[src/rtl/fp_mul_pkg.sv]
// Shared types and width-generic encoding helpers for the sequential FP multiplier.
// Helpers return a 64-bit vector; callers keep the low EXP_W+MAN_W+1 bits.
package fp_mul_pkg;

  typedef enum logic [2:0] {
    IDLE   = 3'd0,
    UNPACK = 3'd1,
    MULT   = 3'd2,
    NORM   = 3'd3,
    ROUND  = 3'd4,
    DONE   = 3'd5
  } state_t;

  typedef enum logic [1:0] {
    RNE = 2'd0,
    RTZ = 2'd1,
    RUP = 2'd2,
    RDN = 2'd3
  } rmode_t;

  localparam int FP_MAX_W = 64;

  function automatic logic [FP_MAX_W-1:0] exp_ones(input int exp_w, input int man_w);
    return ((64'd1 << exp_w) - 64'd1) << man_w;
  endfunction

  function automatic logic [FP_MAX_W-1:0] qnan(input int exp_w, input int man_w);
    return exp_ones(exp_w, man_w) | (64'd1 << (man_w - 1));
  endfunction

  function automatic logic [FP_MAX_W-1:0] inf(input logic sign, input int exp_w, input int man_w);
    return ({63'd0, sign} << (exp_w + man_w)) | exp_ones(exp_w, man_w);
  endfunction

  function automatic logic [FP_MAX_W-1:0] max_finite(input logic sign, input int exp_w,
                                                     input int man_w);
    return ({63'd0, sign} << (exp_w + man_w))
         | (exp_ones(exp_w, man_w) - (64'd1 << man_w))
         | ((64'd1 << man_w) - 64'd1);
  endfunction

endpackage

[src/rtl/fp_mul_mantissa_seq.sv]
// Radix-2 shift-add significand multiplier: bit 0 of b is consumed on the load
// edge, the remaining W-1 bits one per cycle; done_o pulses with p_o final.
module fp_mul_mantissa_seq
  import fp_mul_pkg::*;
#(
  parameter int W = 24
) (
  input  logic           clk,
  input  logic           rst_n,
  input  logic           start_i,
  input  logic [W-1:0]   a_i,
  input  logic [W-1:0]   b_i,
  output logic           done_o,
  output logic [2*W-1:0] p_o
);

  localparam int CNT_W = $clog2(W);
  localparam logic [CNT_W-1:0] LAST = CNT_W'(W - 1);

  logic [2*W-1:0] acc;
  logic [2*W-1:0] mcand;
  logic [W-1:0]   mplier;
  logic [CNT_W-1:0] cnt;
  logic           run;

  always_ff @(posedge clk or negedge rst_n) begin
    if (!rst_n) begin
      acc    <= '0;
      mcand  <= '0;
      mplier <= '0;
      cnt    <= '0;
      run    <= 1'b0;
      done_o <= 1'b0;
    end else begin
      done_o <= 1'b0;
      if (start_i) begin
        acc    <= b_i[0] ? {{W{1'b0}}, a_i} : '0;
        mcand  <= {{(W-1){1'b0}}, a_i, 1'b0};
        mplier <= b_i >> 1;
        cnt    <= CNT_W'(1);
        run    <= 1'b1;
      end else if (run) begin
        if (mplier[0]) acc <= acc + mcand;
        mcand  <= mcand << 1;
        mplier <= mplier >> 1;
        cnt    <= cnt + CNT_W'(1);
        if (cnt == LAST) begin
          run    <= 1'b0;
          done_o <= 1'b1;
        end
      end
    end
  end

  assign p_o = acc;

endmodule

[src/rtl/fp_multiplier_seq.sv]
// Sequential IEEE-754-style multiplier with generic widths, four rounding modes
// and flush-to-zero of denormals on both operands and result.
module fp_multiplier_seq
  import fp_mul_pkg::*;
#(
  parameter int EXP_W = 8,
  parameter int MAN_W = 23
) (
  input  logic                 clk,
  input  logic                 rst_n,
  input  logic                 start_i,
  input  logic [EXP_W+MAN_W:0] a_i,
  input  logic [EXP_W+MAN_W:0] b_i,
  input  logic [1:0]           rm_i,
  output logic                 busy_o,
  output logic                 done_o,
  output logic [EXP_W+MAN_W:0] product_o,
  output logic                 nan_o,
  output logic                 inifinit_o,
  output logic                 overflow_o,
  output logic                 underflow_o
);

  localparam int FP_W  = EXP_W + MAN_W + 1;
  localparam int SIG_W = MAN_W + 1;
  localparam int E_W   = EXP_W + 2;
  localparam logic signed [E_W-1:0] BIAS    = E_W'((1 << (EXP_W - 1)) - 1);
  localparam logic signed [E_W-1:0] EXP_MAX = E_W'((1 << EXP_W) - 1);

  localparam logic [2:0] ST_IDLE   = 3'(IDLE);
  localparam logic [2:0] ST_UNPACK = 3'(UNPACK);
  localparam logic [2:0] ST_MULT   = 3'(MULT);
  localparam logic [2:0] ST_NORM   = 3'(NORM);
  localparam logic [2:0] ST_ROUND  = 3'(ROUND);
  localparam logic [2:0] ST_DONE   = 3'(DONE);

  logic [2:0] state, state_nxt;
  logic [FP_W-1:0] a_q, b_q;
  rmode_t rm_q;
  logic sign_q;
  logic signed [E_W-1:0] exp_q;
  logic [MAN_W-1:0] man_q;
  logic g_q, r_q, s_q;

  logic [EXP_W-1:0] ea, eb;
  logic [MAN_W-1:0] ma, mb;
  logic a_zero, b_zero, a_inf, b_inf, a_nan, b_nan;
  logic is_nan, is_inf, special, sign_ab, accept, mul_start, mul_done;
  logic signed [E_W-1:0] exp_sum;
  logic [2*SIG_W-1:0] p;
  logic [2*SIG_W-2:0] p_norm;
  logic [FP_W-1:0] spec_res, rnd_res;
  logic [3:0] spec_flags, rnd_flags;
  logic lsb_inc, carry, to_inf;
  logic [MAN_W-1:0] man_rnd;
  logic signed [E_W-1:0] exp_rnd;

  assign ea = a_q[FP_W-2 -: EXP_W];
  assign eb = b_q[FP_W-2 -: EXP_W];
  assign ma = a_q[MAN_W-1:0];
  assign mb = b_q[MAN_W-1:0];
  assign sign_ab = a_q[FP_W-1] ^ b_q[FP_W-1];

  // exp == 0 means zero: denormal operands are flushed here
  assign a_zero = (ea == '0);
  assign b_zero = (eb == '0);
  assign a_inf  = (&ea) & ~(|ma);
  assign b_inf  = (&eb) & ~(|mb);
  assign a_nan  = (&ea) & (|ma);
  assign b_nan  = (&eb) & (|mb);
  assign is_nan = a_nan | b_nan | (a_inf & b_zero) | (b_inf & a_zero);
  assign is_inf = a_inf | b_inf;
  assign special = is_nan | is_inf | a_zero | b_zero;
  assign exp_sum = $signed({2'b00, ea}) + $signed({2'b00, eb}) - BIAS;

  assign accept    = ((state == ST_IDLE) || (state == ST_DONE)) && start_i;
  assign mul_start = (state == ST_UNPACK) && !special;
  assign busy_o    = (state != ST_IDLE) && (state != ST_DONE);
  assign done_o    = (state == ST_DONE);

  fp_mul_mantissa_seq #(.W(SIG_W)) u_mant (
    .clk     (clk),
    .rst_n   (rst_n),
    .start_i (mul_start),
    .a_i     ({1'b1, ma}),
    .b_i     ({1'b1, mb}),
    .done_o  (mul_done),
    .p_o     (p)
  );

  // Left-align so the hidden bit always sits just above the kept mantissa
  assign p_norm = p[2*SIG_W-1] ? p[2*SIG_W-2:0] : {p[2*SIG_W-3:0], 1'b0};

  always_comb begin
    spec_res   = {sign_ab, {(FP_W-1){1'b0}}};
    spec_flags = 4'b0000;
    if (is_nan) begin
      spec_res   = FP_W'(qnan(EXP_W, MAN_W));
      spec_flags = 4'b1000;
    end else if (is_inf) begin
      spec_res   = FP_W'(inf(sign_ab, EXP_W, MAN_W));
      spec_flags = 4'b0100;
    end
  end

  always_comb begin
    case (rm_q)
      RNE:     lsb_inc = g_q & (r_q | s_q | man_q[0]);
      RUP:     lsb_inc = ~sign_q & (g_q | r_q | s_q);
      RDN:     lsb_inc = sign_q & (g_q | r_q | s_q);
      default: lsb_inc = 1'b0;
    endcase
    {carry, man_rnd} = {1'b0, man_q} + {{MAN_W{1'b0}}, lsb_inc};
    exp_rnd = exp_q + {{(E_W-1){1'b0}}, carry};
    to_inf  = (rm_q == RNE) || ((rm_q == RUP) && !sign_q) || ((rm_q == RDN) && sign_q);
    rnd_res   = {sign_q, exp_rnd[EXP_W-1:0], man_rnd};
    rnd_flags = 4'b0000;
    if (exp_rnd >= EXP_MAX) begin
      rnd_res   = to_inf ? FP_W'(inf(sign_q, EXP_W, MAN_W))
                         : FP_W'(max_finite(sign_q, EXP_W, MAN_W));
      rnd_flags = {1'b0, to_inf, 1'b1, 1'b0};
    end else if (exp_rnd[E_W-1] || (exp_rnd == '0)) begin
      rnd_res   = {sign_q, {(FP_W-1){1'b0}}};
      rnd_flags = 4'b0001;
    end
  end

  always_comb begin
    state_nxt = state;
    case (state)
      ST_IDLE:   if (start_i) state_nxt = ST_UNPACK;
      ST_UNPACK: state_nxt = special ? ST_DONE : ST_MULT;
      ST_MULT:   if (mul_done) state_nxt = ST_NORM;
      ST_NORM:   state_nxt = ST_ROUND;
      ST_ROUND:  state_nxt = ST_DONE;
      ST_DONE:   state_nxt = start_i ? ST_UNPACK : ST_IDLE;
      default:   state_nxt = ST_IDLE;
    endcase
  end

  always_ff @(posedge clk or negedge rst_n) begin
    if (!rst_n) begin
      state       <= ST_IDLE;
      a_q         <= '0;
      b_q         <= '0;
      rm_q        <= RNE;
      sign_q      <= 1'b0;
      exp_q       <= '0;
      man_q       <= '0;
      g_q         <= 1'b0;
      r_q         <= 1'b0;
      s_q         <= 1'b0;
      product_o   <= '0;
      nan_o       <= 1'b0;
      inifinit_o  <= 1'b0;
      overflow_o  <= 1'b0;
      underflow_o <= 1'b0;
    end else begin
      state <= state_nxt;
      if (accept) begin
        a_q  <= a_i;
        b_q  <= b_i;
        rm_q <= rmode_t'(rm_i);
      end
      case (state)
        ST_UNPACK: begin
          sign_q <= sign_ab;
          exp_q  <= exp_sum;
          if (special) begin
            product_o <= spec_res;
            {nan_o, inifinit_o, overflow_o, underflow_o} <= spec_flags;
          end
        end
        ST_NORM: begin
          man_q <= p_norm[2*SIG_W-2 -: MAN_W];
          g_q   <= p_norm[MAN_W];
          r_q   <= p_norm[MAN_W-1];
          s_q   <= |p_norm[MAN_W-2:0];
          exp_q <= exp_q + {{(E_W-1){1'b0}}, p[2*SIG_W-1]};
        end
        ST_ROUND: begin
          product_o <= rnd_res;
          {nan_o, inifinit_o, overflow_o, underflow_o} <= rnd_flags;
        end
        default: ;
      endcase
    end
  end

endmodule

[config.mk]
export PLATFORM = sky130hd
export DESIGN_NAME = fp_multiplier_seq
export DESIGN_NICKNAME = d
export VERILOG_FILES = /design/src/rtl/fp_mul_pkg.sv /design/src/rtl/fp_mul_mantissa_seq.sv /design/src/rtl/fp_multiplier_seq.sv
export SDC_FILE = /design/constraint.sdc
export NUM_CORES = 1
export LEC_CHECK = 0
export CAP_MARGIN = 40
export CORE_MARGIN = 4
export CORE_UTILIZATION = 58
export CTS_BUF_LIST = sky130_fd_sc_hd__clkbuf_16
export DETAILED_ROUTE_END_ITERATION = 12
export DONT_BUFFER_PORTS = 1
export PLACE_DENSITY = 0.84
export SYNTH_ARGS = -nofsm -noshare
export SYNTH_HDL_FRONTEND = slang
export SYNTH_SLANG_ARGS = --single-unit
[constraint.sdc]
create_clock -name clk -period 4.01 [get_ports clk]
set_input_delay 0.2005 -clock clk [delete_from_list [all_inputs] [get_ports clk]]
set_output_delay 0.2005 -clock clk [all_outputs]
set_load 0.03 [all_outputs]
Word level (Yosys, flattened, before mapping)
Index checks and enable logic that the tools add are counted.
{ "classes": {"addsub": 7, "order_cmp": 1, "eq_ne": 12, "n_mux": 43, "bitwise_logic": 24, "n_reduce_logical": 29} }
{ "ops": {"columns": ["operator", "count"], "rows": [
  ["two-way mux 48 bit", 5],
  ["two-way mux 24 bit", 4],
  ["two-way mux 31 bit", 3],
  ["two-way mux 32 bit", 2],
  ["case mux 32 bit (2 select lines)", 1],
  ["adder 48 bit", 1],
  ["two-way mux 47 bit", 1],
  ["OR reduction 23 bit", 2],
  ["adder 23 x 1 -> 24 bit", 1],
  ["OR reduction 22 bit", 1],
  ["adder 10 x 1 -> 10 bit", 2],
  ["case mux 10 bit (2 select lines)", 1],
  ["case mux 3 bit (6 select lines)", 1],
  ["logical NOT 8 bit", 2],
  ["AND reduction 8 bit", 2],
  ["two-way mux 3 bit", 5],
  ["two-way mux 1 bit", 12],
  ["bitwise OR 1 bit", 11],
  [">= comparator 10 x 9 -> 1 bit (second input constant)", 1],
  ["logical NOT 10 bit", 1],
  ["two-way mux 5 bit", 2],
  ["subtractor 9 x 7 -> 10 bit (second input constant)", 1],
  ["adder 8 x 8 -> 9 bit", 1],
  ["AND 1 bit", 9],
  ["other kinds (22)", 44]
]} }
{ "word_totals": {"reg_bits": 269, "input_bits": 69, "out_inout_bits": 38, "elab_cells": 137} }

Logic depth before layout (Yosys ltp)
Gate-level depths: netlist (run 1).
{ "logic_depth": {"depth_word": 13, "depth_mapped": 22, "mapped_depth_nobuf": 21} }

By module
Synthesis (run 1) repeated with hierarchy kept, for this count alone.
{ "unflattened": {"cells_unflattened": 1602, "area_unflattened_um2": 15343.5} }
{ "modules_own_cells": {"columns": ["module", "n_inst", "cells_per_inst", "area_each_um2", "seq_area_each_um2"], "rows": [
  ["fp_mul_mantissa_seq", 1, 911, 7986.4, 3128.0],
  ["fp_multiplier_seq", 1, 691, 7357.1, 3553.4]
]} }

Worst setup path before layout (run 1)
No wires, ideal clock.
{ "synth_path": {"path_kind": "reg-to-reg", "from": "register rm_q[0]", "to": "register product_o[4]", "setup_time_ns": 0.121, "arrival_ns": 3.778, "required_time_ns": 3.889, "setup_slack_ns": 0.111, "path_stages_with_launch": 23, "path_buffers": 2, "synth_period_minus_slack_ns": 3.899, "path_cell_list": "dfrtp_1 > and2_1 > ha_1 > nor2_1 > nand2_1 > nand2_1 > ha_1 > nand4_1 > nor2_1 > nand2_1 > nor2_1 > and3_1 > ha_1 > clkbuf_1 > nand4_1 > or3_1 > nand2_1 > nand3_1 > o211ai_1 > nand2_1 > o21a_1 > buf_2 > a22o_1"} }
{ "synth_between": {"elab_chain_cells": 9, "word_cells_on_any_way": 17, "classes_between": "add/sub (2); order compare (1); eq/ne (2); mux (5); reduce/logical (7)"} }
{ "synth_rtl": {"columns": ["item", "line", "text"], "rows": [
  ["start: declaration", "fp_multiplier_seq.sv:39", "rmode_t rm_q;"],
  ["start signal: assignment", "fp_multiplier_seq.sv:163", "rm_q <= rmode_t'(rm_i);"],
  ["parallel branches: the longest is 7 deep, another holds adder 23 x 1 -> 24 bit", null, null],
  ["two-way mux 31 bit (*)", "fp_multiplier_seq.sv:118", "if (exp_rnd >= EXP_MAX) begin"],
  ["case mux 32 bit (2 select lines) (*)", "fp_multiplier_seq.sv:165", "case (state)"],
  ["end signal: assignment", "fp_multiplier_seq.sv:170", "product_o <= spec_res;"],
  ["end signal: assignment", "fp_multiplier_seq.sv:182", "product_o <= rnd_res;"],
  ["end: declaration", "fp_multiplier_seq.sv:17", "output logic [EXP_W+MAN_W:0] product_o,"]
]} }
Mark *: on every way between the ends.
A chain may end at the register's enable or synchronous reset.

Final worst setup path (run 1)
{ "layout_path": {"from": "register rm_q[0]", "to": "register product_o[25]"} }
{ "layout_between": {"elab_chain_cells": 9, "word_cells_on_any_way": 12, "classes_between": "add/sub (2); order compare (1); eq/ne (2); mux (4); reduce/logical (3)"} }
{ "layout_rtl": {"columns": ["item", "line", "text"], "rows": [
  ["equality test 2 bit / logical NOT 2 bit (equally long branches)", "fp_multiplier_seq.sv:107", "case (rm_q)"],
  ["case mux 1 bit (3 select lines) (*)", "fp_multiplier_seq.sv:107", null],
  ["adder 23 x 1 -> 24 bit (*)", "fp_multiplier_seq.sv:113", "{carry, man_rnd} = {1'b0, man_q} + {{MAN_W{1'b0}}, lsb_inc};"],
  ["adder 10 x 1 -> 10 bit (*)", "fp_multiplier_seq.sv:114", "exp_rnd = exp_q + {{(E_W-1){1'b0}}, carry};"],
  ["parallel branches: the longest is 3 deep, another holds >= comparator 10 x 9 -> 1 bit", null, null],
  ["two-way mux 31 bit (*)", "fp_multiplier_seq.sv:118", null],
  ["case mux 32 bit (2 select lines) (*)", "fp_multiplier_seq.sv:165", null]
]} }
Marks and branches as above.

==> tab_implementation.tex, run 1 <==
\begin{tabular}{lr}
\hline
Metric & Value \\
\hline
\multicolumn{2}{l}{\textbf{STA}} \\
\quad Final count of negative-setup-slack endpoints & 0 \\
\quad Maximum clock frequency & 261 MHz \\
\quad Final worst clock skew & 10.7 ps \\
\quad Final Hold Vio Count & 267 \\
\quad Transition time of the tightest slew-check pin & 818 ps \\
\quad Smallest setup slack after layout & 174 ps \\
\quad Number of pins with negative max-slew slack in the final report & 0 \\
\quad Worst slack on hold paths & -646 ps \\
\quad Share of the clock period used by the worst path after layout & 0.957 \\
\quad Worst rel slew slack & 0.449 \\
\quad Min Clock Period, post-route & 3840 ps \\
\multicolumn{2}{l}{\textbf{Flow run}} \\
\quad Maximum Capacitance Violations & 0 \\
\multicolumn{2}{l}{\textbf{Global route}} \\
\quad GRT Total Usage & 0.248 \\
\quad Initial antenna violation count & 0 \\
\quad Largest net degree at the start of global routing & 268 \\
\quad Global-route wire length before repair & 60100 um \\
\quad Residual overflow from global routing & 0 \\
\quad Vias in the first global route & 12.0k \\
\multicolumn{2}{l}{\textbf{Placed design}} \\
\quad Worst slack at placement & -224 ps \\
\quad Count of buffers inserted at the top-level ports & 0 \\
\quad Detailed Place HPWL & 24300 um \\
\quad Weighted congestion reported at the end of routability-driven placement & 0.955 \\
\quad Placed inst area & 0.0155 mm\^{}2 \\
\multicolumn{2}{l}{\textbf{Yosys}} \\
\quad Average footprint of a synthesized cell & 9.51 um\^{}2 \\
\quad Share of flip-flops with an asynchronous set or reset & 1.00 \\
\quad Seq cells post-synth & 267 \\
\quad Portion of the post-synthesis area used by sequential elements & 0.439 \\
\quad Synth Flop Type & sky130\_fd\_sc\_hd\_\_dfrtp\_1 \\
\quad Number of enable flip-flop cells after synthesis & 0 \\
\quad Area of the mapped netlist & 0.0152 mm\^{}2 \\
\quad Distinct cell type count of the synthesized netlist & 65 \\
\quad Total number of yosys warnings & 0 \\
\quad Post-Syn Instances & 1601 \\
\quad Post-synth net total & 1741 \\
\multicolumn{2}{l}{\textbf{Clock network}} \\
\quad CTS HTree Levels & 1 \\
\quad CTS clk-pin slew, worst paths & 60 ps \\
\quad Hold buffers post-CTS & 67 \\
\quad Maximum buffer depth of the clock tree & 3 \\
\quad Cell chosen for the clock root & sky130\_fd\_sc\_hd\_\_clkbuf\_16 \\
\quad Number of buffers created by CTS & 29 \\
\quad Clock latency reported for the late side of the worst-skew pair & 550 ps \\
\quad Total number of clock tree sinks & 267 \\
\quad CTS tree & built \\
\multicolumn{2}{l}{\textbf{Worst setup path}} \\
\quad CP Max Fanout & 5 \\
\quad Cell family contributing the most delay on the critical path & simple AND/OR/NAND/NOR gates \\
\quad Required time worst endpoint & 4440 ps \\
\quad Worst setup EP type & flop \\
\quad Critical path start-end classification & reg -> reg \\
\quad Crit path max-delay cell type & sky130\_fd\_sc\_hd\_\_dfrtp\_1 \\
\quad Combined buffer and inverter count along the critical path & 0 \\
\quad Startpoint types & flop \\
\quad Ordered list of cells on the worst path & and2\_1 > ha\_1 > nor2\_1 > nand2\_1 > nand2\_2 > ha\_4 > nand4\_1 > nor2\_1 > nand2\_1 > nor2\_2 > and3\_4 > ha\_2 > nand4\_1 > o21ai\_0 > nand2\_2 > nor4\_2 > o21ai\_2 > and3\_1 > a221o\_1 \\
\quad CP Data Arrival Time & 4260 ps \\
\quad Largest incremental delay on the critical path & 390 ps \\
\multicolumn{2}{l}{\textbf{Floorplan}} \\
\quad Die span in y & 170 um \\
\quad Effective utilization at floorplan & 0.587 \\
\quad Top-level I/O count & 107 \\
\quad Floorplan Core Area & 0.0259 mm\^{}2 \\
\quad Width of the die & 170 um \\
\quad Number of rows in the core area & 59 \\
\quad Die footprint & 0.0289 mm\^{}2 \\
\multicolumn{2}{l}{\textbf{Final layout}} \\
\quad Post-route standard cell area excluding fillers & 0.0172 mm\^{}2 \\
\quad Inserted Diodes & 0 \\
\quad Net count reported at finish & 1771 \\
\quad Area growth from synthesis to final layout & 13.0\% \\
\quad Final core occ & 0.664 \\
\quad Layout cells sized above 1 & 0.0975 \\
\multicolumn{2}{l}{\textbf{Drt}} \\
\quad Sum of routed wire length over all layers & 36700 um \\
\quad Number of vias after detailed routing & 12.3k \\
\quad DRC errors left & 0 \\
\quad Via density & 6.19 \\
\quad Routed length per placed instance & 18.5 um \\
\quad Number of nets still failing antenna checks after routing & 0 \\
\quad Detailed Routing Iterations Pass 1 & 5 \\
\quad Violation count after the first detailed-routing iteration & 844 \\
\multicolumn{2}{l}{\textbf{Pwr}} \\
\quad Power per cell area & 935 mW/mm\^{}2 \\
\quad VDD IR max & 0.658 mV \\
\quad Total power of the final layout & 16.1 mW \\
\quad Total leakage power & 7.82 nW \\
\multicolumn{2}{l}{\textbf{Hold path}} \\
\quad Class of the most critical hold timing path & in -> async \\
\multicolumn{2}{l}{\textbf{Run status}} \\
\quad Run status & finished, violations left \\
\quad Violated checks & negative hold slack \\
\hline
\end{tabular}
==> layer usage <==
layer | wire (um) | global-route usage | up-vias | share of wire
met2 | 18000 | 0.428 | 412 | 0.49
met1 | 15500 | 0.321 | 5933 | 0.42
met3 | 2240 | 0.0455 | 88 | 0.061
met4 | 1020 | 0.0722 | 0 | 0.028
met5 | 0 | 0 | - | 0
li1 | - | - | 5861 | -
==> flip-flops by register name (all words and copies together), names as in the netlist, 2 cells and up <==
name           cells
u_mant.p_o        48
u_mant.mcand      47
a_q               32
b_q               32
product_o         32
man_q             23
u_mant.mplier     23
exp_q             10
u_mant.cnt         5
state              3
rm_q               2
==> report_power, final <==
part | switching (mW) | internal, mW
Combinational | 4.46 | 3.46
Clock | 1.08 | 1.44
Sequential | 1.66 | 3.98
==> synthesized netlist by cell type, types with 4 or more instances <==
master / number / area [um^2]
sky130_fd_sc_hd__nand3_1: 44 / 220
sky130_fd_sc_hd__or3_1: 10 / 62.6
sky130_fd_sc_hd__o21a_1: 10 / 75.1
sky130_fd_sc_hd__and2_1: 10 / 62.6
sky130_fd_sc_hd__o21ai_0: 109 / 546
sky130_fd_sc_hd__nand2_1: 141 / 529
sky130_fd_sc_hd__ha_1: 69 / 863
sky130_fd_sc_hd__nand4_1: 31 / 194
sky130_fd_sc_hd__o31ai_1: 4 / 30.0
sky130_fd_sc_hd__o211ai_1: 6 / 45.0
sky130_fd_sc_hd__xor2_1: 36 / 315
sky130_fd_sc_hd__nor2b_1: 4 / 25.0
sky130_fd_sc_hd__a211oi_1: 4 / 30.0
sky130_fd_sc_hd__nand3b_1: 6 / 45.0
sky130_fd_sc_hd__a21oi_1: 187 / 936
sky130_fd_sc_hd__and3_1: 18 / 113
sky130_fd_sc_hd__a221o_1: 10 / 100
sky130_fd_sc_hd__nor2_1: 143 / 537
sky130_fd_sc_hd__xnor2_1: 37 / 324
sky130_fd_sc_hd__o22ai_1: 4 / 25.0
sky130_fd_sc_hd__clkbuf_1: 78 / 293
sky130_fd_sc_hd__dfrtp_1: 267 / 6680
sky130_fd_sc_hd__buf_2: 7 / 35.0
sky130_fd_sc_hd__a21boi_0: 4 / 30.0
sky130_fd_sc_hd__nor4_1: 23 / 144
sky130_fd_sc_hd__nand2b_1: 5 / 31.3
sky130_fd_sc_hd__a22o_1: 25 / 219
sky130_fd_sc_hd__a21o_1: 21 / 158
sky130_fd_sc_hd__mux2i_1: 101 / 1010
sky130_fd_sc_hd__a31oi_1: 6 / 37.5
sky130_fd_sc_hd__buf_1: 9 / 33.8
sky130_fd_sc_hd__o21bai_1: 14 / 105
sky130_fd_sc_hd__mux2_2: 62 / 698
sky130_fd_sc_hd__inv_1: 30 / 113
sky130_fd_sc_hd__nor3_1: 19 / 95.1
==> worst paths after layout <==
check | from | end | slack (ps) | cells after the start
worst min-delay path | rst_n | state[0] | -650 | 0
worst max-delay path | rm_q[0] | product_o[25] | 170 | 19
max in group asynchronous | rst_n | u_mant.mcand[16] | 4170 | 0
worst min register to register | u_mant.p_o[0] | u_mant.p_o[0] | 490 | 2
worst max register to register | rm_q[0] | product_o[25] | 170 | 19
min in group clk | start_i | a_q[31] | 70 | 3
==> cells in the final DEF (no fill, tap or decap), types with 35 or more instances in the layout <==
master | synthesis | routed
sky130_fd_sc_hd__dfrtp_1 | 267 | 266
sky130_fd_sc_hd__a21oi_1 | 187 | 185
sky130_fd_sc_hd__nor2_1 | 143 | 140
sky130_fd_sc_hd__nand2_1 | 141 | 136
sky130_fd_sc_hd__o21ai_0 | 109 | 108
sky130_fd_sc_hd__mux2i_1 | 101 | 101
sky130_fd_sc_hd__dlygate4sd3_1 | 0 | 67
sky130_fd_sc_hd__ha_1 | 69 | 66
sky130_fd_sc_hd__mux2_2 | 62 | 62
sky130_fd_sc_hd__nand3_1 | 44 | 44
sky130_fd_sc_hd__xnor2_1 | 37 | 37
sky130_fd_sc_hd__inv_1 | 30 | 36
sky130_fd_sc_hd__xor2_1 | 36 | 35
==> layout make-up <==
class / instances / area, um^2
clock buffers: 29 / 726
clock inverters: 23 / 165
fillers: 1899 / 8720
inverters: 30 / 113
multi-input cells: 1213 / 8190
flip-flops and latches: 267 / 6690
well taps: 335 / 419
repair buffers: 90 / 897
==> kinds of logic (layout without fill, tap and decap cells) <==
group                      Yosys count  after routing  synth area share
AOI/OAI and AO/OA                  437            439             0.175
xor gates and xnor gates            73             73            0.0420
adders and majority gates           71             71            0.0593
buffers and inverters              124            172            0.0312
DFF                                267            267             0.439
muxes                              163            163             0.112
and+or+nand+nor                    466            467             0.141
==> per-stage QoR <==
step | std cells | TNS [ps]
detailed placement | 1863 | -5230
global route | 1987 | -102
finish | 1987 | 0
global placement | 1861 | 0
floorplan | 1601 | 0
CTS | 1983 | 0
==> what timing repair did <==
action / in CTS / in global routing
gates resized for setup: 9 / 12
hold endpoints to repair: 334 / 267
gates cloned: 1 / 2
pin swaps: 1 / 6
endpoints found under the setup margin: 33 / 33
buffers inserted: 0 / 1
Note: power is estimated with default switching activity, not from simulation.
==> inputs of run 2 (changes only) <==
ABC_AREA = 0   (was default)
CAP_MARGIN = default   (was 40)
HOLD_SLACK_MARGIN = 0.08   (was default)
==> tab_implementation.tex, run 2 (synthesis gave the netlist of run 1 again) <==
\begin{tabular}{lr}
\hline
Metric & Value \\
\hline
\multicolumn{2}{l}{\textbf{Clock network}} \\
\quad Clock latency reported for the late side of the worst-skew pair & 550 ps (about the same) \\
\quad CTS HTree Levels & 1 (unchanged) \\
\quad Number of buffers created by CTS & 29 (unchanged) \\
\quad CTS tree & built \\
\quad Maximum buffer depth of the clock tree & 3 (unchanged) \\
\quad CTS clk-pin slew, worst paths & 50 ps (about the same) \\
\quad Hold buffers post-CTS & 71 (+6.0\%) \\
\quad Total number of clock tree sinks & 267 (unchanged) \\
\quad Cell chosen for the clock root & sky130\_fd\_sc\_hd\_\_clkbuf\_16 \\
\multicolumn{2}{l}{\textbf{Floorplan}} \\
\quad Top-level I/O count & 107 (unchanged) \\
\quad Die span in y & 170 um (unchanged) \\
\quad Die footprint & 0.0289 mm\^{}2 (unchanged) \\
\quad Floorplan Core Area & 0.0259 mm\^{}2 (unchanged) \\
\quad Number of rows in the core area & 59 (unchanged) \\
\quad Width of the die & 170 um (unchanged) \\
\quad Effective utilization at floorplan & 0.587 (unchanged) \\
\multicolumn{2}{l}{\textbf{Worst setup path}} \\
\quad Endpoint of the lowest-slack register-to-register path & product\_o[15] \\
\quad Origin of the critical flop-to-flop path & rm\_q[0] \\
\quad Ordered list of cells on the worst path & and2\_1 > ha\_1 > nor2\_1 > nand2\_1 > nand2\_1 > ha\_4 > nand4\_1 > nor2\_2 > nand2\_2 > nor2\_4 > and3\_4 > ha\_1 > nand4\_1 > or3\_1 > nand2\_2 > nand3\_1 > o211ai\_1 > nand2\_2 > o21a\_4 > a22o\_1 \\
\quad Worst setup startpoint & rm\_q[0] \\
\quad Largest incremental delay on the critical path & 390 ps (about the same) \\
\quad Critical path start-end classification & reg -> reg \\
\quad CP Data Arrival Time & 4290 ps (+30 ps) \\
\quad CP Max Fanout & 6 (+1) \\
\quad Crit path max-delay cell type & sky130\_fd\_sc\_hd\_\_dfrtp\_1 \\
\quad Startpoint types & flop \\
\quad Most frequent CP cell & sky130\_fd\_sc\_hd\_\_nand2\_2 \\
\quad Combined buffer and inverter count along the critical path & 0 (unchanged) \\
\quad Worst setup EP type & flop \\
\quad Worst R2R Path Depth & 20 (+1) \\
\quad Worst setup path end & product\_o[15] \\
\quad Cell family contributing the most delay on the critical path & simple AND/OR/NAND/NOR gates \\
\quad Worst setup slack for register-to-register paths & 140 ps (-30 ps) \\
\quad Levels on crit path & 20 (+1) \\
\quad Required time worst endpoint & 4430 ps (about the same) \\
\multicolumn{2}{l}{\textbf{Drt}} \\
\quad Sum of routed wire length over all layers & 37500 um (+2.2\%) \\
\quad Detailed Routing Iterations Pass 1 & 5 (unchanged) \\
\quad Number of nets still failing antenna checks after routing & 0 (unchanged) \\
\quad Violation count after the first detailed-routing iteration & 997 (+18\%) \\
\quad Via density & 6.24 (+0.82\%) \\
\quad Number of vias after detailed routing & 12.4k (+1.1\%) \\
\quad Routed length per placed instance & 18.8 um (+1.9\%) \\
\quad DRC errors left & 0 (unchanged) \\
\multicolumn{2}{l}{\textbf{Final layout}} \\
\quad Max reg flops & 48 (unchanged) \\
\quad Area growth from synthesis to final layout & 13.4\% \\
\quad Layout cells sized above 1 & 0.0984 (+0.000972) \\
\quad Most frequent cells in the layout & 266 x sky130\_fd\_sc\_hd\_\_dfrtp\_1, 185 x sky130\_fd\_sc\_hd\_\_a21oi\_1, 139 x sky130\_fd\_sc\_hd\_\_nor2\_1, 136 x sky130\_fd\_sc\_hd\_\_nand2\_1, 108 x sky130\_fd\_sc\_hd\_\_o21ai\_0 \\
\quad Final core occ & 0.666 (+0.00261) \\
\quad Net count reported at finish & 1774 (+0.17\%) \\
\quad Filler cell count in the final layout & 1914 (+0.79\%) \\
\quad Most common cell after layout, fill and taps aside & sky130\_fd\_sc\_hd\_\_dfrtp\_1 \\
\quad Post-route standard cell area excluding fillers & 0.0173 mm\^{}2 (+0.39\%) \\
\multicolumn{2}{l}{\textbf{Run status}} \\
\quad Run status & finished, violations left \\
\quad Violated checks & negative hold slack \\
\multicolumn{2}{l}{\textbf{Placed design}} \\
\quad Weighted congestion reported at the end of routability-driven placement & 0.955 (unchanged) \\
\quad Count of buffers inserted at the top-level ports & 0 (unchanged) \\
\quad Detailed Place HPWL & 24200 um (-0.19\%) \\
\quad Placed inst area & 0.0155 mm\^{}2 (-0.13\%) \\
\quad Worst slack at placement & -235 ps (-10.2 ps) \\
\multicolumn{2}{l}{\textbf{Hold path}} \\
\quad Class of the most critical hold timing path & in -> async \\
\multicolumn{2}{l}{\textbf{STA}} \\
\quad Min Clock Period, post-route & 3870 ps (+31.9 ps) \\
\quad Final worst clock skew & 19.9 ps (+9.24 ps) \\
\quad Final TNS setup & 0 ps (unchanged) \\
\quad Worst rel slew slack & 0.307 (-0.142) \\
\quad Worst slack on hold paths & -638 ps (+8.95 ps) \\
\quad Final Hold Vio Count & 267 (unchanged) \\
\quad Number of pins with negative max-slew slack in the final report & 0 (unchanged) \\
\quad Transition time of the tightest slew-check pin & 1040 ps (+218 ps) \\
\quad Maximum clock frequency & 259 MHz (-0.82\%) \\
\quad Share of the clock period used by the worst path after layout & 0.964 (+0.00794) \\
\quad Final count of negative-setup-slack endpoints & 0 (unchanged) \\
\quad Smallest setup slack after layout & 143 ps (-31.9 ps) \\
\multicolumn{2}{l}{\textbf{Flow run}} \\
\quad Maximum Capacitance Violations & 0 (unchanged) \\
\multicolumn{2}{l}{\textbf{Pwr}} \\
\quad Total leakage power & 7.83 nW (about the same) \\
\quad VDD IR max & 0.716 mV (+8.8\%) \\
\quad Power per cell area & 941 mW/mm\^{}2 (+0.64\%) \\
\multicolumn{2}{l}{\textbf{Global route}} \\
\quad Vias in the first global route & 12.2k (+1.3\%) \\
\quad Residual overflow from global routing & 0 (unchanged) \\
\quad Initial antenna violation count & 1 (+1) \\
\quad Global-route wire length before repair & 61100 um (+1.7\%) \\
\quad GRT Total Usage & 0.253 (+0.00464) \\
\quad Largest net degree at the start of global routing & 268 (unchanged) \\
\hline
\end{tabular}
## run 2: cell types whose count changed in the layout (fill, tap and decap cells not counted), sizes merged, moves of 2 or more
cell / delta
buf: -2
clkinv: -3
clkinvlp: +4
dlygate4sd3: +4
## run 2: repair_timing
action,CTS,global route
setup buffers,0,2
hold endpoints to repair,334,267
endpoints found under the setup margin,32,33
gates resized for setup,7,17
pin swaps,1,6
cloned,1,3
## run 2: layout make-up
cell class              instances  area (um^2)  area share
diodes                          1         2.50    0.000145
clock buffers                  29          726      0.0420
clock inverters                24          204      0.0118
inverters                      30          113     0.00652
multi-input cells            1214         8220       0.476
flip-flops and latches        267         6690       0.387
well taps                     335          419      0.0243
repair buffers                 92          897      0.0520
## run 2: worst min path at each step
stage	start	end	slack, ps	depth (start not counted)
after floorplan	rst_n	a_q[0]	-100	0
after global placement	rst_n	state[1]	-90	0
after detailed placement	rst_n	state[1]	-80	0
after CTS	rst_n	u_mant.p_o[47]	-670	0
after global routing	rst_n	state[0]	-660	0
final	rst_n	state[1]	-640	0
## run 2: through the flow
step,cells,power (mW)
6_report,1992,16.2
3_5_place_dp,1861,13.2
5_1_grt,1992,17.5
3_3_place_gp,1861,12.9
2_1_floorplan,1601,11.4
4_1_cts,1986,16.0
## run 2: power breakdown
| part | switching, mW | internal [mW] |
|---|---|---|
| registers | 1.70 | 3.98 |
| logic | 4.49 | 3.46 |
| clock network | 1.11 | 1.51 |
| total | 7.30 | 8.95 |
## run 2: layer usage
layer  part of all wire  track usage
met2               0.48        0.426
met4              0.031       0.0858
met3              0.066       0.0400
met5                  0            0
met1               0.42        0.335
==> inputs of run 3 (changes only) <==
RECOVER_POWER = 100   (was default)
==> tab_implementation.tex, run 3 (synthesis gave the netlist of run 1 again) <==
\begin{tabular}{lr}
\hline
Metric & Value \\
\hline
\multicolumn{2}{l}{\textbf{Worst setup path}} \\
\quad CP Max Fanout & 6 (unchanged) \\
\quad Required time worst endpoint & 4430 ps (about the same) \\
\quad Critical path start-end classification & reg -> reg \\
\quad Startpoint types & flop \\
\quad CP Data Arrival Time & 4290 ps (about the same) \\
\quad Worst setup EP type & flop \\
\multicolumn{2}{l}{\textbf{Final layout}} \\
\quad Final Non-Filler Cells & 1992 (unchanged) \\
\quad Final core occ & 0.663 (-0.00333) \\
\quad Area growth from synthesis to final layout & 12.8\% \\
\quad Area used by sequential logic in the layout & 0.00669 mm\^{}2 (unchanged) \\
\quad Layout cells sized above 1 & 0.0870 (-0.0115) \\
\quad Total area of multi-input combinational cells & 0.00817 mm\^{}2 (-0.59\%) \\
\quad Filler cell count in the final layout & 1934 (+1.0\%) \\
\quad Most frequent cells in the layout & 266 x sky130\_fd\_sc\_hd\_\_dfrtp\_1, 186 x sky130\_fd\_sc\_hd\_\_a21oi\_1, 140 x sky130\_fd\_sc\_hd\_\_nor2\_1, 136 x sky130\_fd\_sc\_hd\_\_nand2\_1, 108 x sky130\_fd\_sc\_hd\_\_o21ai\_0 \\
\quad Most common cell after layout, fill and taps aside & sky130\_fd\_sc\_hd\_\_dfrtp\_1 \\
\quad Max reg flops & 48 (unchanged) \\
\quad Net count reported at finish & 1774 (unchanged) \\
\multicolumn{2}{l}{\textbf{Clock network}} \\
\quad Number of buffers created by CTS & 29 (unchanged) \\
\quad CTS HTree Levels & 1 (unchanged) \\
\quad Maximum buffer depth of the clock tree & 3 (unchanged) \\
\quad CTS tree & built \\
\quad Cell chosen for the clock root & sky130\_fd\_sc\_hd\_\_clkbuf\_16 \\
\quad Total number of clock tree sinks & 267 (unchanged) \\
\quad Clock latency reported for the late side of the worst-skew pair & 560 ps (about the same) \\
\quad CTS clk-pin slew, worst paths & 50 ps (about the same) \\
\quad Hold buffers post-CTS & 71 (unchanged) \\
\multicolumn{2}{l}{\textbf{Floorplan}} \\
\quad Die footprint & 0.0289 mm\^{}2 (unchanged) \\
\quad Width of the die & 170 um (unchanged) \\
\quad Die span in y & 170 um (unchanged) \\
\quad Number of rows in the core area & 59 (unchanged) \\
\quad Floorplan Core Area & 0.0259 mm\^{}2 (unchanged) \\
\quad Top-level I/O count & 107 (unchanged) \\
\quad Effective utilization at floorplan & 0.587 (unchanged) \\
\multicolumn{2}{l}{\textbf{Drt}} \\
\quad Via density & 6.22 (-0.26\%) \\
\quad Number of vias after detailed routing & 12.4k (-0.26\%) \\
\quad DRC errors left & 0 (unchanged) \\
\quad Detailed Routing Iterations Pass 1 & 7 (+2) \\
\quad Routed length per placed instance & 18.8 um (about the same) \\
\quad Number of nets still failing antenna checks after routing & 0 (unchanged) \\
\quad Sum of routed wire length over all layers & 37400 um (about the same) \\
\quad Violation count after the first detailed-routing iteration & 921 (-7.6\%) \\
\multicolumn{2}{l}{\textbf{STA}} \\
\quad Number of pins with negative max-slew slack in the final report & 146 (+146) \\
\quad Final count of negative-setup-slack endpoints & 0 (unchanged) \\
\quad Final worst clock skew & 18.1 ps (-1.74 ps) \\
\quad Maximum clock frequency & 258 MHz (about the same) \\
\quad Final Hold Vio Count & 267 (unchanged) \\
\quad Transition time of the tightest slew-check pin & 1690 ps (+651 ps) \\
\quad Worst slack on hold paths & -641 ps (-2.99 ps) \\
\quad Min Clock Period, post-route & 3870 ps (+2.18 ps) \\
\quad Share of the clock period used by the worst path after layout & 0.965 (about the same) \\
\quad Worst rel slew slack & -0.125 (-0.433) \\
\multicolumn{2}{l}{\textbf{Run status}} \\
\quad Run status & finished, violations left \\
\quad Violated checks & negative hold slack, max-capacitance violations, max-slew violations \\
\multicolumn{2}{l}{\textbf{Pwr}} \\
\quad Total power of the final layout & 16.2 mW (-0.38\%) \\
\quad Clock network fraction of design power & 0.162 (about the same) \\
\quad Total leakage power & 7.79 nW (-0.42\%) \\
\quad Logic pwr share & 0.487 (-0.002) \\
\quad Power per cell area & 942 mW/mm\^{}2 (+0.12\%) \\
\quad Switching share of power & 0.449 (about the same) \\
\quad Switching power of the nets & 7.27 mW (-0.39\%) \\
\quad VDD IR max & 0.654 mV (-8.6\%) \\
\quad Int Pwr & 8.91 mW (-0.38\%) \\
\quad Proportion of power drawn by flip-flops and latches & 0.351 (+0.002) \\
\multicolumn{2}{l}{\textbf{Hold path}} \\
\quad Class of the most critical hold timing path & in -> async \\
\multicolumn{2}{l}{\textbf{Global route}} \\
\quad Global-route wire length before repair & 61100 um (unchanged) \\
\quad Largest net degree at the start of global routing & 268 (unchanged) \\
\quad Vias in the first global route & 12.2k (unchanged) \\
\quad Residual overflow from global routing & 0 (unchanged) \\
\quad GRT Total Usage & 0.253 (unchanged) \\
\quad Initial antenna violation count & 1 (unchanged) \\
\multicolumn{2}{l}{\textbf{Flow run}} \\
\quad Maximum Capacitance Violations & 3 (+3) \\
\multicolumn{2}{l}{\textbf{Placed design}} \\
\quad Count of buffers inserted at the top-level ports & 0 (unchanged) \\
\quad Weighted congestion reported at the end of routability-driven placement & 0.955 (unchanged) \\
\quad Placed Instances & 1861 (unchanged) \\
\quad Detailed Place HPWL & 24200 um (unchanged) \\
\hline
\end{tabular}
run 3: worst paths after layout:
| check | from | endpoint | slack, ps | depth (start not counted) |
|---|---|---|---|---|
| min reg2reg | u_mant.p_o[0] | u_mant.p_o[0] | 490 | 2 |
| max in group asynchronous | rst_n | a_q[15] | 4260 | 0 |
| max reg2reg | rm_q[0] | product_o[15] | 140 | 20 |
| max | rm_q[0] | product_o[15] | 140 | 20 |
| min | rst_n | state[1] | -640 | 0 |
| min in group clk | a_i[14] | a_q[14] | 330 | 2 |
run 3: power by group through the flow:
stage               Sequential (mW)  Combinational [mW]  Clock [mW]
floorplan                      5.06                6.34           0
global placement               5.58                7.29           0
detailed placement             5.66                7.55           0
CTS                            5.62                7.73        2.65
global route                   5.86                8.80        2.77
finish                         5.68                7.88        2.63
run 3: worst max-delay path: stages, from the launching register on:
cell	delay, ps
sky130_fd_sc_hd__dfrtp_1	390
sky130_fd_sc_hd__and2_1	170
sky130_fd_sc_hd__ha_1	280
sky130_fd_sc_hd__nor2_1	130
sky130_fd_sc_hd__nand2_1	70
sky130_fd_sc_hd__nand2_1	110
sky130_fd_sc_hd__ha_4	160
sky130_fd_sc_hd__nand4_1	130
sky130_fd_sc_hd__nor2_2	150
sky130_fd_sc_hd__nand2_2	110
sky130_fd_sc_hd__nor2_4	110
sky130_fd_sc_hd__and3_4	200
sky130_fd_sc_hd__ha_1	180
sky130_fd_sc_hd__nand4_1	110
sky130_fd_sc_hd__or3_1	340
sky130_fd_sc_hd__nand2_2	110
sky130_fd_sc_hd__nand3_1	90
sky130_fd_sc_hd__o211ai_1	200
sky130_fd_sc_hd__nand2_2	230
sky130_fd_sc_hd__o21a_4	300
sky130_fd_sc_hd__a22o_1	190
run 3: cell type report:
class | count | area share
antenna | 1 | 0.000146
inverter | 30 | 0.00656
clock inverter | 24 | 0.0119
multi-input combinational | 1214 | 0.475
tap | 335 | 0.0244
clock buffer | 29 | 0.0423
timing repair buffer | 92 | 0.0500
sequential | 267 | 0.389
run 3: metal layers:
layer  up-vias  track usage  routed length [um]
met2       483        0.426               18100
met5         -            0                   0
met4         0       0.0858                1080
met3        86       0.0400                2490
met1      5961        0.335               15700
li1       5864            -                   -
run 3: through the flow:
stage	TNS (ps)	worst slack, ps	instance area [um^2]
after floorplan	0	111	15200
after global placement	0	12.9	15500
after detailed placement	-5090	-235	15500
after CTS	0	2.85	17100
after global routing	-420	-41.4	17200
final	0	140	17200
run 3: timing repair:
item | CTS | global route
pin swaps | 1 | 6
gates resized for setup | 7 | 17
endpoints found under the setup margin | 32 | 33
buffers inserted | 0 | 2
endpoints found under the hold margin | 334 | 267
cloned | 1 | 3
